==> config.mk <==
export PLATFORM = sky130hd
export DESIGN_NAME = seg7_scan_mux
export DESIGN_NICKNAME = d
export VERILOG_FILES = /design/src/rtl/seg7_scan_mux.sv
export SDC_FILE = /design/constraint.sdc
export NUM_CORES = 1
export LEC_CHECK = 0
export BUFFER_PORTS_ARGS = -buffer_cell sky130_fd_sc_hd__buf_2
export CAP_MARGIN = 15
export CORE_ASPECT_RATIO = 1.5
export CORE_MARGIN = 2
export CORE_UTILIZATION = 45
export CTS_BUF_LIST = sky130_fd_sc_hd__clkbuf_2 sky130_fd_sc_hd__clkbuf_4 sky130_fd_sc_hd__clkbuf_8
export DETAILED_ROUTE_END_ITERATION = 8
export PLACE_DENSITY = 0.65
export RECOVER_POWER = 50
export SYNTH_ARGS = -nofsm -noshare
export SYNTH_HDL_FRONTEND = slang
export SYNTH_SLANG_ARGS = --single-unit
==> constraint.sdc <==
create_clock -name clk -period 4.2 [get_ports clk]
set_input_delay 1.05 -clock clk [delete_from_list [all_inputs] [get_ports clk]]
set_output_delay 1.05 -clock clk [all_outputs]
set_load 0.01 [all_outputs]
==> src/rtl/seg7_scan_mux.sv <==
// Time-multiplexed driver for a common-anode multi-digit 7-segment display.
// A BCD word is accepted into a pending buffer through a valid/ready handshake
// and only copied into the display register at a frame boundary, so a frame
// never shows a mix of old and new digits. Each digit gets a guard period with
// all anodes off, then an ON period with its anode enabled.

module seg7_scan_mux #(
    parameter int unsigned NUM_DIGITS   = 3,
    parameter int unsigned ON_CYCLES    = 50000,
    parameter int unsigned GUARD_CYCLES = 2
) (
    input  logic                    clk,
    input  logic                    rst_n,
    input  logic                    load_valid_i,
    output logic                    load_ready_o,
    input  logic [4*NUM_DIGITS-1:0] bcd_in_i,
    input  logic                    blank_lz_i,
    output logic [3:0]              digit_bcd_o,
    input  logic [6:0]              seg_in_i,
    output logic [6:0]              seg_o,
    output logic [NUM_DIGITS-1:0]   an_o
);

    localparam int unsigned DataW     = 4 * NUM_DIGITS;
    localparam int unsigned MaxCycles = (ON_CYCLES > GUARD_CYCLES) ? ON_CYCLES : GUARD_CYCLES;
    localparam int unsigned CntW      = (MaxCycles > 1) ? $clog2(MaxCycles) : 1;
    localparam int unsigned IdxW      = (NUM_DIGITS > 1) ? $clog2(NUM_DIGITS) : 1;

    localparam logic [0:0] StGuard = 1'b0;
    localparam logic [0:0] StOn    = 1'b1;

    logic [0:0]      state_q, state_d;
    logic [CntW-1:0] cnt_q, cnt_d;
    logic [IdxW-1:0] idx_q, idx_d;
    logic [DataW-1:0] disp_q, disp_d;
    logic [DataW-1:0] pend_q, pend_d;
    logic            pend_full_q, pend_full_d;
    logic [6:0]      seg_q, seg_d;
    logic            frame_end;
    logic            blanked;

    // Scan sequencer: guard/on timing per digit and digit index advance.
    always_comb begin
        state_d   = state_q;
        cnt_d     = cnt_q;
        idx_d     = idx_q;
        frame_end = 1'b0;
        case (state_q)
            StGuard: begin
                if (cnt_q == CntW'(GUARD_CYCLES - 1)) begin
                    state_d = StOn;
                    cnt_d   = '0;
                end else begin
                    cnt_d = cnt_q + CntW'(1);
                end
            end
            StOn: begin
                if (cnt_q == CntW'(ON_CYCLES - 1)) begin
                    state_d = StGuard;
                    cnt_d   = '0;
                    if (idx_q == IdxW'(NUM_DIGITS - 1)) begin
                        idx_d     = '0;
                        frame_end = 1'b1;
                    end else begin
                        idx_d = idx_q + IdxW'(1);
                    end
                end else begin
                    cnt_d = cnt_q + CntW'(1);
                end
            end
            default: begin
                state_d = StGuard;
                cnt_d   = '0;
            end
        endcase
    end

    // Pending buffer fill on handshake; swap into the display only at frame end.
    // A full buffer holds ready low, so swap and capture never coincide.
    always_comb begin
        pend_d      = pend_q;
        pend_full_d = pend_full_q;
        disp_d      = disp_q;
        if (frame_end && pend_full_q) begin
            disp_d      = pend_q;
            pend_full_d = 1'b0;
        end else if (load_valid_i && !pend_full_q) begin
            pend_d      = bcd_in_i;
            pend_full_d = 1'b1;
        end
    end

    // Active nibble select and leading-zero blanking of the scanned digit.
    always_comb begin
        logic zero_above;
        digit_bcd_o = 4'h0;
        blanked     = 1'b0;
        zero_above  = 1'b1;
        for (int k = int'(NUM_DIGITS) - 1; k >= 0; k--) begin
            zero_above = zero_above && (disp_q[4*k +: 4] == 4'h0);
            if (idx_q == IdxW'(k)) begin
                digit_bcd_o = disp_q[4*k +: 4];
                // Digit 0 is never blanked so a zero value still shows "0".
                if (k != 0 && zero_above) begin
                    blanked = blank_lz_i;
                end
            end
        end
    end

    // Decoder output is registered once so it settles during the guard period.
    assign seg_d        = ~seg_in_i;
    assign load_ready_o = ~pend_full_q;

    // Anode and segment drive; everything dark during guard or when blanked.
    always_comb begin
        an_o  = '1;
        seg_o = 7'h7F;
        if (state_q == StOn && !blanked) begin
            seg_o = seg_q;
            for (int k = 0; k < int'(NUM_DIGITS); k++) begin
                if (idx_q == IdxW'(k)) begin
                    an_o[k] = 1'b0;
                end
            end
        end
    end

    // State registers; reset discards any pending word and clears the display.
    always_ff @(posedge clk or negedge rst_n) begin
        if (!rst_n) begin
            state_q     <= StGuard;
            cnt_q       <= '0;
            idx_q       <= '0;
            disp_q      <= '0;
            pend_q      <= '0;
            pend_full_q <= 1'b0;
            seg_q       <= 7'h7F;
        end else begin
            state_q     <= state_d;
            cnt_q       <= cnt_d;
            idx_q       <= idx_d;
            disp_q      <= disp_d;
            pend_q      <= pend_d;
            pend_full_q <= pend_full_d;
            seg_q       <= seg_d;
        end
    end

endmodule
== Word-level counts from Yosys, hierarchy flattened ==
Index checks and enable logic that the tools add are counted.

* Add/subtract/negate cells: 2
* Equal/unequal tests: 4
* Mux-type cells: 24
* Bitwise operators: 4
* Reduce and logical (&&, ||, !) cells: 12

{| class="wikitable"
|+ Operators with widths
! cell !! count
|-
| 16-bit 2-to-1 mux || 2
|-
| 16-bit one-hot mux with 2 select lines || 1
|-
| 16-bit by 1-bit adder with 16-bit output, second input constant || 1
|-
| 16-bit by 1-bit equality test with 1-bit output, second input constant || 1
|-
| 16-bit equality test, second input constant || 1
|-
| 1-bit 2-to-1 mux || 14
|-
| 4-bit 2-to-1 mux || 3
|-
| 4-bit zero test || 2
|-
| 7-bit 2-to-1 mux || 1
|-
| 7-bit inverter || 1
|-
| 1-bit logical AND || 4
|-
| 2-bit AND reduction || 2
|-
| 3-bit 2-to-1 mux || 1
|-
| 1-bit inverter || 3
|-
| 2-bit by 1-bit adder with 2-bit output, second input constant || 1
|-
| 2-bit by 1-bit equality test with 1-bit output, second input constant || 1
|-
| 2-bit equality test, second input constant || 1
|-
| 1-bit zero test || 2
|-
| 2-bit zero test || 1
|-
| 2-bit 2-to-1 mux || 1
|-
| 1-bit one-hot mux with 2 select lines || 1
|-
| 2-bit nonzero test || 1
|}

* Flip-flop bits (word level): 51
* Bits of input ports: 23
* Logic and storage cells: 53

== Longest topological paths before layout ==
Gate-level depths: netlist of the first run.

* Depth after elaboration: 8
* Mapped depth: 6

== Worst setup path after synthesis of the first run ==
Ideal clock, no wire load.

* Path kind: input to output
* From: input port blank_lz_i
* To: output port seg_o[0]
* Arrival: 1.607 ns
* Required time: 3.150 ns
* Slack: 1.543 ns
* Cell stages on the path: 3
* Cell sequence: nand2_1 > o21ai_0 > or2_2

* Word-level cells in the longest chain between the ends: 7

{| class="wikitable"
|+ Ends and longest elaborated chain
! what !! RTL line !! RTL
|-
| start: declaration || 17 || <nowiki>input logic blank_lz_i,</nowiki>
|-
| 1-bit 2-to-1 mux || 104 || <nowiki>if (k != 0 && zero_above) begin</nowiki>
|-
| 1-bit 2-to-1 mux || 101 || <nowiki>if (idx_q == IdxW'(k)) begin</nowiki>
|-
| 1-bit 2-to-1 mux || 104 ||
|-
| 1-bit 2-to-1 mux (*) || 101 ||
|-
| 1-bit zero test (*) || 119 || <nowiki>if (state_q == StOn && !blanked) begin</nowiki>
|-
| 1-bit logical AND (*) || 119 ||
|-
| 7-bit 2-to-1 mux (*) || 119 ||
|-
| end: declaration || 20 || <nowiki>output logic [6:0] seg_o,</nowiki>
|}

Mark *: on every way between the ends. The rest lies on a longest branch, timed or not.

== Worst setup path in the final report of the first run ==
* From: register idx_q[0]
* To: output port seg_o[1]

* Word-level cells in the longest chain between the ends: 7
* Elaborated cells between the ends (all ways): 8

{| class="wikitable"
|+ Ends and longest elaborated chain
! what !! RTL line !! RTL
|-
| start: declaration || 34 || <nowiki>logic [IdxW-1:0] idx_q, idx_d;</nowiki>
|-
| start signal: assignment || 142 || <nowiki>idx_q <= idx_d;</nowiki>
|-
| 2-bit equality test || 101 ||
|-
| 1-bit 2-to-1 mux || 101 ||
|-
| 1-bit 2-to-1 mux || 104 ||
|-
| 1-bit 2-to-1 mux (*) || 101 ||
|-
| 1-bit zero test (*) || 119 ||
|-
| 1-bit logical AND (*) || 119 ||
|-
| 7-bit 2-to-1 mux (*) || 119 ||
|}

Marks and branches as above.

==> qor.csv, run 1 <==
metric;value;unit
run status;complete, but fails checks;
violated checks;capacitance limit, slew limit;
CP max stage cell;dfrtp_1;
buffers and inverters on the worst path;1;
source of the worst register-to-register timing path;cnt_q[0];
IR Drop Worst-Case VDD;203;uV
via/cell ratio;5.10;
leading cell types by total area after synthesis;dfrtp_1 48%, mux2_2 12%, dfstp_2 8.1%, xor2_1 3.5%, nor2_1 2.5%;
top cell type's share of synthesized area;48.2;%
slowest stage delay, CP;490;ps
net count after synthesis;216;
post-layout minimum cycle time;3050;ps
final slew viol count;35;
overall die width;62.1;um
most used standard cell by instance count after synthesis;dfrtp_1;
startpoint type of the worst setup path;register;
via count of the routed design;1521;
Top-Level Pins;38;
slew of the pin with the lowest slew margin;1730;ps
reported max-cap violation count;1;
Hold Path Stages;1;
Seq cells post-synth;51;
critical path fanouts, max;8;
number of cells traversed by the worst register-to-register path;5;
Worst Clk Skew;6.18;ps
number of buffers created by CTS;5;
end point of the worst hold path;pend_q[6];
final core utilization;54.5;%
synth unique cells;36;
setup repair after global routing missed its margin;false;
via count of the first global-routing pass;1520;
Final Hold Fails;0;
H-Tree Depth;2;
NumNets Final;256;
Post-synth EDFFs;0;
DIE AREA;5670;um2
Worst-Skew Late Latency;300;ps
antenna-violating nets left;0;
Resize count post-CTS;0;
Syn Inst Count;191;
Worst Min Path Start;pend_q[6];
static leakage;0.00130;uW
Area Growth Syn to Fin;15.8;%
HPWL after detailed placement;2950;um
Crit. End Element;output port;
first-pass GRT wire length;7340;um
Synthesis Warnings;0;
sequential fraction of the synthesis area;56.3;%
Worst Path Arrival;2000;ps
standard-cell row count;31;
average routed wire per standard cell;13.4;um
f_max;0.328;GHz
total congestion overflow after global routing;0;
post-CTS setup buffer count;0;
Iter 0 DRT Violations;37;
Clock Path Buffers;2;
final setup violation count;0;
Largest delay share family, worst path;simple AND/OR/NAND/NOR gates;
class of the tightest hold or removal check;register to register;
number of I/O port buffers;37;
final antenna diode count;0;
TritonCTS sink count;51;
routability congestion estimate from global placement;0.849;
remaining routing DRC violations;0;
end of the worst register-to-register path;disp_q[10];
CTS hold repair buffers;0;
final WL;4000;um
startpoint-to-endpoint class of the critical path;register to output port;
Root Buffer Master;clkbuf_8;
Core Area;4850;um2
critical path cell sequence;nor2b_1 > a21oi_1 > o21ai_0 > or2_2 > buf_2;
maximum number of pins on one net before global-route repair;35;
fraction of layout cells with a size suffix above 1;37.9;%
number of detailed-route iterations in the first pass;3;
chip height;91.2;um
total routing resource utilization after global routing;16.0;%
Synth area leader;dfrtp_1;
Syn Std Cell Area;2280;um2
Final period util;72.6;%
Critical Path RT;3150;ps
starting utilization of the core area;47.1;%
clock tree from TritonCTS;done;
sum of negative setup slack;0;ps
Reg2Reg Setup Slack;1920;ps
Mean Syn Cell Area;11.9;um2
clock transition at the registers of the reported paths;90;ps
commonest cells in the netlist;44 x dfrtp_1, 24 x mux2_2, 15 x nor2_1;
Most used DFF post-synth;dfrtp_1;
antenna violations before repair;0;
relative max-transition margin;-15.1;%
fraction of registers with async set or reset after synthesis;100;%
power density relative to cell area;347;nW/um2
-- logic make-up after synthesis --
kind of cell / count (synthesis) / synth area share (%)
flip-flops: 51 / 56.3
buffers and inverters: 14 / 2.80
adder cells (fa/ha/maj): 2 / 1.10
AND/OR/NAND/NOR: 69 / 16.3
XOR/XNOR: 14 / 5.37
AO/OA/AOI/OAI: 11 / 3.18
multiplexers: 30 / 14.9
-- power breakdown --
part | internal (uW) | switching, uW
sequential | 512 | 8.31
combinational | 23.0 | 19.0
clock | 196 | 159
total | 731 | 187
-- layout make-up --
class | count | area [um2]
clock buffer | 6 | 82.6
multi-input combinational | 126 | 933
clock inverter | 2 | 38.8
timing repair buffer | 38 | 188
sequential | 51 | 1280
fill | 432 | 2200
tap | 66 | 82.6
inverter | 9 | 33.8
-- layer usage --
layer,up-vias,track usage (%),wire [um]
met3,4,3.97,167
met2,32,25.2,1960
li1,745,-,-
met1,740,21.8,1840
met4,0,5.00,38
met5,-,0,0
-- worst reg2reg max path, stage by stage (launching register included) --
cell     delay, ps
dfrtp_1        470
ha_1           310
nand4_1        180
nor2_1         120
nand4_1        580
mux2_2         510
-- layout by cell type, fill, tap and decap left out --
master,instances
nand3_1,5
mux2i_1,4
o31ai_2,1
inv_1,9
nor2b_1,3
and4_1,1
ha_1,2
a21oi_1,1
dfrtp_1,44
o21a_1,1
clkbuf_1,2
nor2_1,15
or2_2,7
and3_1,1
mux2_2,24
nor3_1,2
nor4b_1,1
and2_1,2
or4_1,1
nor4_1,6
dfstp_2,7
mux2_4,2
or4b_1,1
o31ai_1,2
o21ai_0,5
xnor2_1,5
o211ai_1,1
buf_2,36
nand4_1,8
or3_1,1
and3_2,2
inv_6,1
clkbuf_8,6
or4_4,1
nand2_1,12
xor2_1,9
bufinv_16,1
-- metrics by stage --
stage | instances | hold WS, ps | instance area [um2] | setup slack, ps | total power (uW)
after floorplan | 191 | 477 | 2280 | 1540 | 546
after global placement | 290 | 491 | 2530 | 1280 | 572
after detailed placement | 290 | 493 | 2530 | 1250 | 574
after CTS | 298 | 515 | 2650 | 1100 | 933
after global routing | 298 | 528 | 2640 | 799 | 963
final | 298 | 510 | 2640 | 1150 | 917
-- worst max-delay path by stage --
stage	startpoint	to	slack, ps	cells after the start
finish	idx_q[0]	seg_o[1]	1150	5
global route	idx_q[0]	seg_o[1]	800	5
CTS	idx_q[0]	seg_o[1]	1100	5
detailed placement	blank_lz_i	seg_o[1]	1250	5
global placement	blank_lz_i	seg_o[0]	1280	5
floorplan	blank_lz_i	seg_o[0]	1540	3
-- flip-flops by register name, summed over array words and instances, names as in the netlist --
signal       cells
cnt_q           16
disp_q          12
idx_q            2
pend_full_q      1
pend_q          12
seg_q            7
state_q          1
Power figures use the tool's default switching activity.
==> run 2, diff against run 1 <==
--- a/config.mk
+++ b/config.mk
@@ -12,7 +12,7 @@
 export CORE_UTILIZATION = 45
 export CTS_BUF_LIST = sky130_fd_sc_hd__clkbuf_2 sky130_fd_sc_hd__clkbuf_4 sky130_fd_sc_hd__clkbuf_8
 export DETAILED_ROUTE_END_ITERATION = 8
-export PLACE_DENSITY = 0.65
+export PLACE_DENSITY = 0.68
 export RECOVER_POWER = 50
 export SYNTH_ARGS = -nofsm -noshare
 export SYNTH_HDL_FRONTEND = slang
==> constraint.sdc (replaced) <==
create_clock -name clk -period 2.7 [get_ports clk]
set_input_delay 0.675 -clock clk [delete_from_list [all_inputs] [get_ports clk]]
set_output_delay 0.675 -clock clk [all_outputs]
set_load 0.01 [all_outputs]
==> run 2 against run 1 <==
Compared with the run above:
- the flow now finishes without violations
- power increased by 45%
- sequential cell count unchanged
- cell count increased by 1.3%
- routed wire length increased by 0.52%
- via count increased by 1.4%
- non-clock buffer count increased by 4
- worst hold slack got worse by 250 ps
- clock power increased by 29%
- die area unchanged
- critical path type unchanged
- critical endpoint is now seg_o[6]
==> qor.csv, run 2 (synthesis results as in run 1) <==
metric;value;unit;change
run status;completed;;was complete, but fails checks
Clock Path Buffers;2;;unchanged
clock tree from TritonCTS;done;;unchanged
slew of the pin with the lowest slew margin;1470;ps;was 1730 ps
HPWL after detailed placement;2990;um;was 2950 um
highest-count cells in the layout ignoring fill and taps;44 x dfrtp_1, 36 x buf_2, 24 x mux2_2;;unchanged
static leakage;0.00131;uW;was 0.00130 uW
Worst-Skew Late Latency;310;ps;was 300 ps
Critical Path RT;2030;ps;was 3150 ps
NumNets Final;260;;was 256
average routed wire per standard cell;13.3;um;was 13.4 um
number of I/O port buffers;37;;unchanged
cell-internal power;1040;uW;was 731 uW
startpoint-to-endpoint class of the critical path;register to output port;;unchanged
Iter 0 DRT Violations;72;;was 37
Worst Path Arrival;1800;ps;was 2000 ps
FILL cells;437;;was 432
power density relative to cell area;503;nW/um2;was 347 nW/um2
biggest registers after layout;cnt_q x16, disp_q x12, pend_q x12;;unchanged
source of the worst register-to-register timing path;cnt_q[4];;was cnt_q[0]
Worst Clk Skew;10.8;ps;was 6.18 ps
Crit. End Element;output port;;unchanged
chip height;91.2;um;unchanged
fraction of power consumed by combinational cells;5.0;%;was 4.6%
clock transition at the registers of the reported paths;100;ps;was 90 ps
post-CTS setup buffer count;0;;unchanged
total routing resource utilization after global routing;15.5;%;was 16.0%
CP max stage cell;dfrtp_1;;unchanged
routability congestion estimate from global placement;0.780;;was 0.849
antenna-violating nets left;0;;unchanged
Core Area;4850;um2;unchanged
leading cell type in the layout, fill and taps excluded;dfrtp_1;;unchanged
number of cells traversed by the worst register-to-register path;4;;was 5
number of detailed-route iterations in the first pass;3;;unchanged
DIE AREA;5670;um2;unchanged
maximum number of pins on one net before global-route repair;29;;was 35
final antenna diode count;0;;unchanged
critical path cell sequence;nor2b_1 > a21oi_1 > o21ai_2 > or2_2 > buf_2;;was nor2b_1 > a21oi_1 > o21ai_0 > or2_2 > buf_2
via/cell ratio;5.11;;was 5.10
peak-usage layer in the global routing report;met2;;unchanged
first-pass GRT wire length;6960;um;was 7340 um
overall die width;62.1;um;unchanged
antenna violations before repair;0;;unchanged
setup repair after global routing missed its margin;false;;unchanged
total congestion overflow after global routing;0;;unchanged
flip-flop count of the largest register after layout;16;;unchanged
slowest stage delay, CP;490;ps;about the same
fraction of layout cells with a size suffix above 1;39.0;%;was 37.9%
IR Drop Worst-Case VDD;237;uV;was 203 uV
Resize count post-CTS;1;;was 0
standard-cell row count;31;;unchanged
Final Hold Fails;0;;unchanged
sum of negative setup slack;0;ps;unchanged
Top-Level Pins;38;;unchanged
global-route met2 utilization;25.4;%;was 25.2%
number of buffers created by CTS;5;;unchanged
launching instance or port of the critical path;idx_q[0];;unchanged
H-Tree Depth;2;;unchanged
relative max-transition margin;2.22;%;was -15.1%
Flop pwr share;60.7;%;was 56.7%
final WL;4020;um;was 4000 um
Area Growth Syn to Fin;16.2;%;was 15.8%
via count of the first global-routing pass;1501;;was 1520
register containing the most flip-flops in the final layout;cnt_q;;unchanged
final setup violation count;0;;unchanged
remaining routing DRC violations;0;;unchanged
met1 Usage GRT;19.3;%;was 21.8%
via count of the routed design;1542;;was 1521
Final period util;91.7;%;
switching share of total power;21.9;%;was 20.3%
Root Buffer Master;clkbuf_8;;unchanged
TritonCTS sink count;51;;unchanged
f_max;0.404;GHz;
critical path fanouts, max;8;;unchanged
met3 routing resource usage after global routing;3.59;%;was 3.97%
final core utilization;54.7;%;was 54.5%
share of total power in the clock network;34.3;%;was 38.7%
reported max-cap violation count;0;;was 1
class of the tightest hold or removal check;input port to async pin;;was register to register
CTS hold repair buffers;0;;unchanged
final slew viol count;0;;was 35
starting utilization of the core area;47.1;%;unchanged
startpoint type of the worst setup path;register;;unchanged
post-layout minimum cycle time;2480;ps;
P_sw;291;uW;was 187 uW
-- run 2: area by class of cell --
class	instances	area [um2]	share of cell area (%)
clock buffer	6	82.6	3.11
clock inverter	2	16.3	0.613
inverter	9	33.8	1.27
multi-input combinational	126	937	35.3
sequential	51	1280	48.5
tap	66	82.6	3.11
timing repair buffer	42	214	8.07
-- run 2: per-stage QoR --
step	setup slack (ps)	hold WS (ps)	instances	total power, uW	instance area, um2
global placement	356	483	294	893	2560
finish	224	263	302	1330	2650
floorplan	661	379	191	850	2280
detailed placement	302	492	294	896	2560
global route	84.2	284	302	1400	2650
CTS	127	189	302	1360	2660
-- run 2: path summary, 6_finish.rpt --
check | slack [ps] | end
min in group clk | 470 | seg_q[0]
min | 260 | cnt_q[0]
max in group asynchronous | 740 | pend_q[4]
max | 220 | seg_o[6]
min reg2reg | 500 | disp_q[1]
max reg2reg | 630 | cnt_q[9]
-- run 2: power groups by stage --
stage,clock [uW],combinational [uW],sequential [uW]
CTS,479,71.2,810
finish,457,67.2,809
global route,512,76.8,813
floorplan,0,30.9,819
global placement,0,68.9,824
detailed placement,0,71.0,825
-- run 2: critical path: cells and delay by family (launching register included) --
| family | cells | cell delay [ps] |
|---|---|---|
| simple gates | 2 | 500 |
| buf+inv | 1 | 140 |
| compound gates | 2 | 370 |
| flops | 1 | 490 |
-- run 2: routing by layer --
layer / vias up / routed length [um] / part of all wire, %
li1: 753 / - / -
met1: 753 / 1760 / 44
met2: 29 / 2010 / 50
met3: 7 / 162 / 4.0
met4: 0 / 87 / 2.2
met5: - / 0 / 0
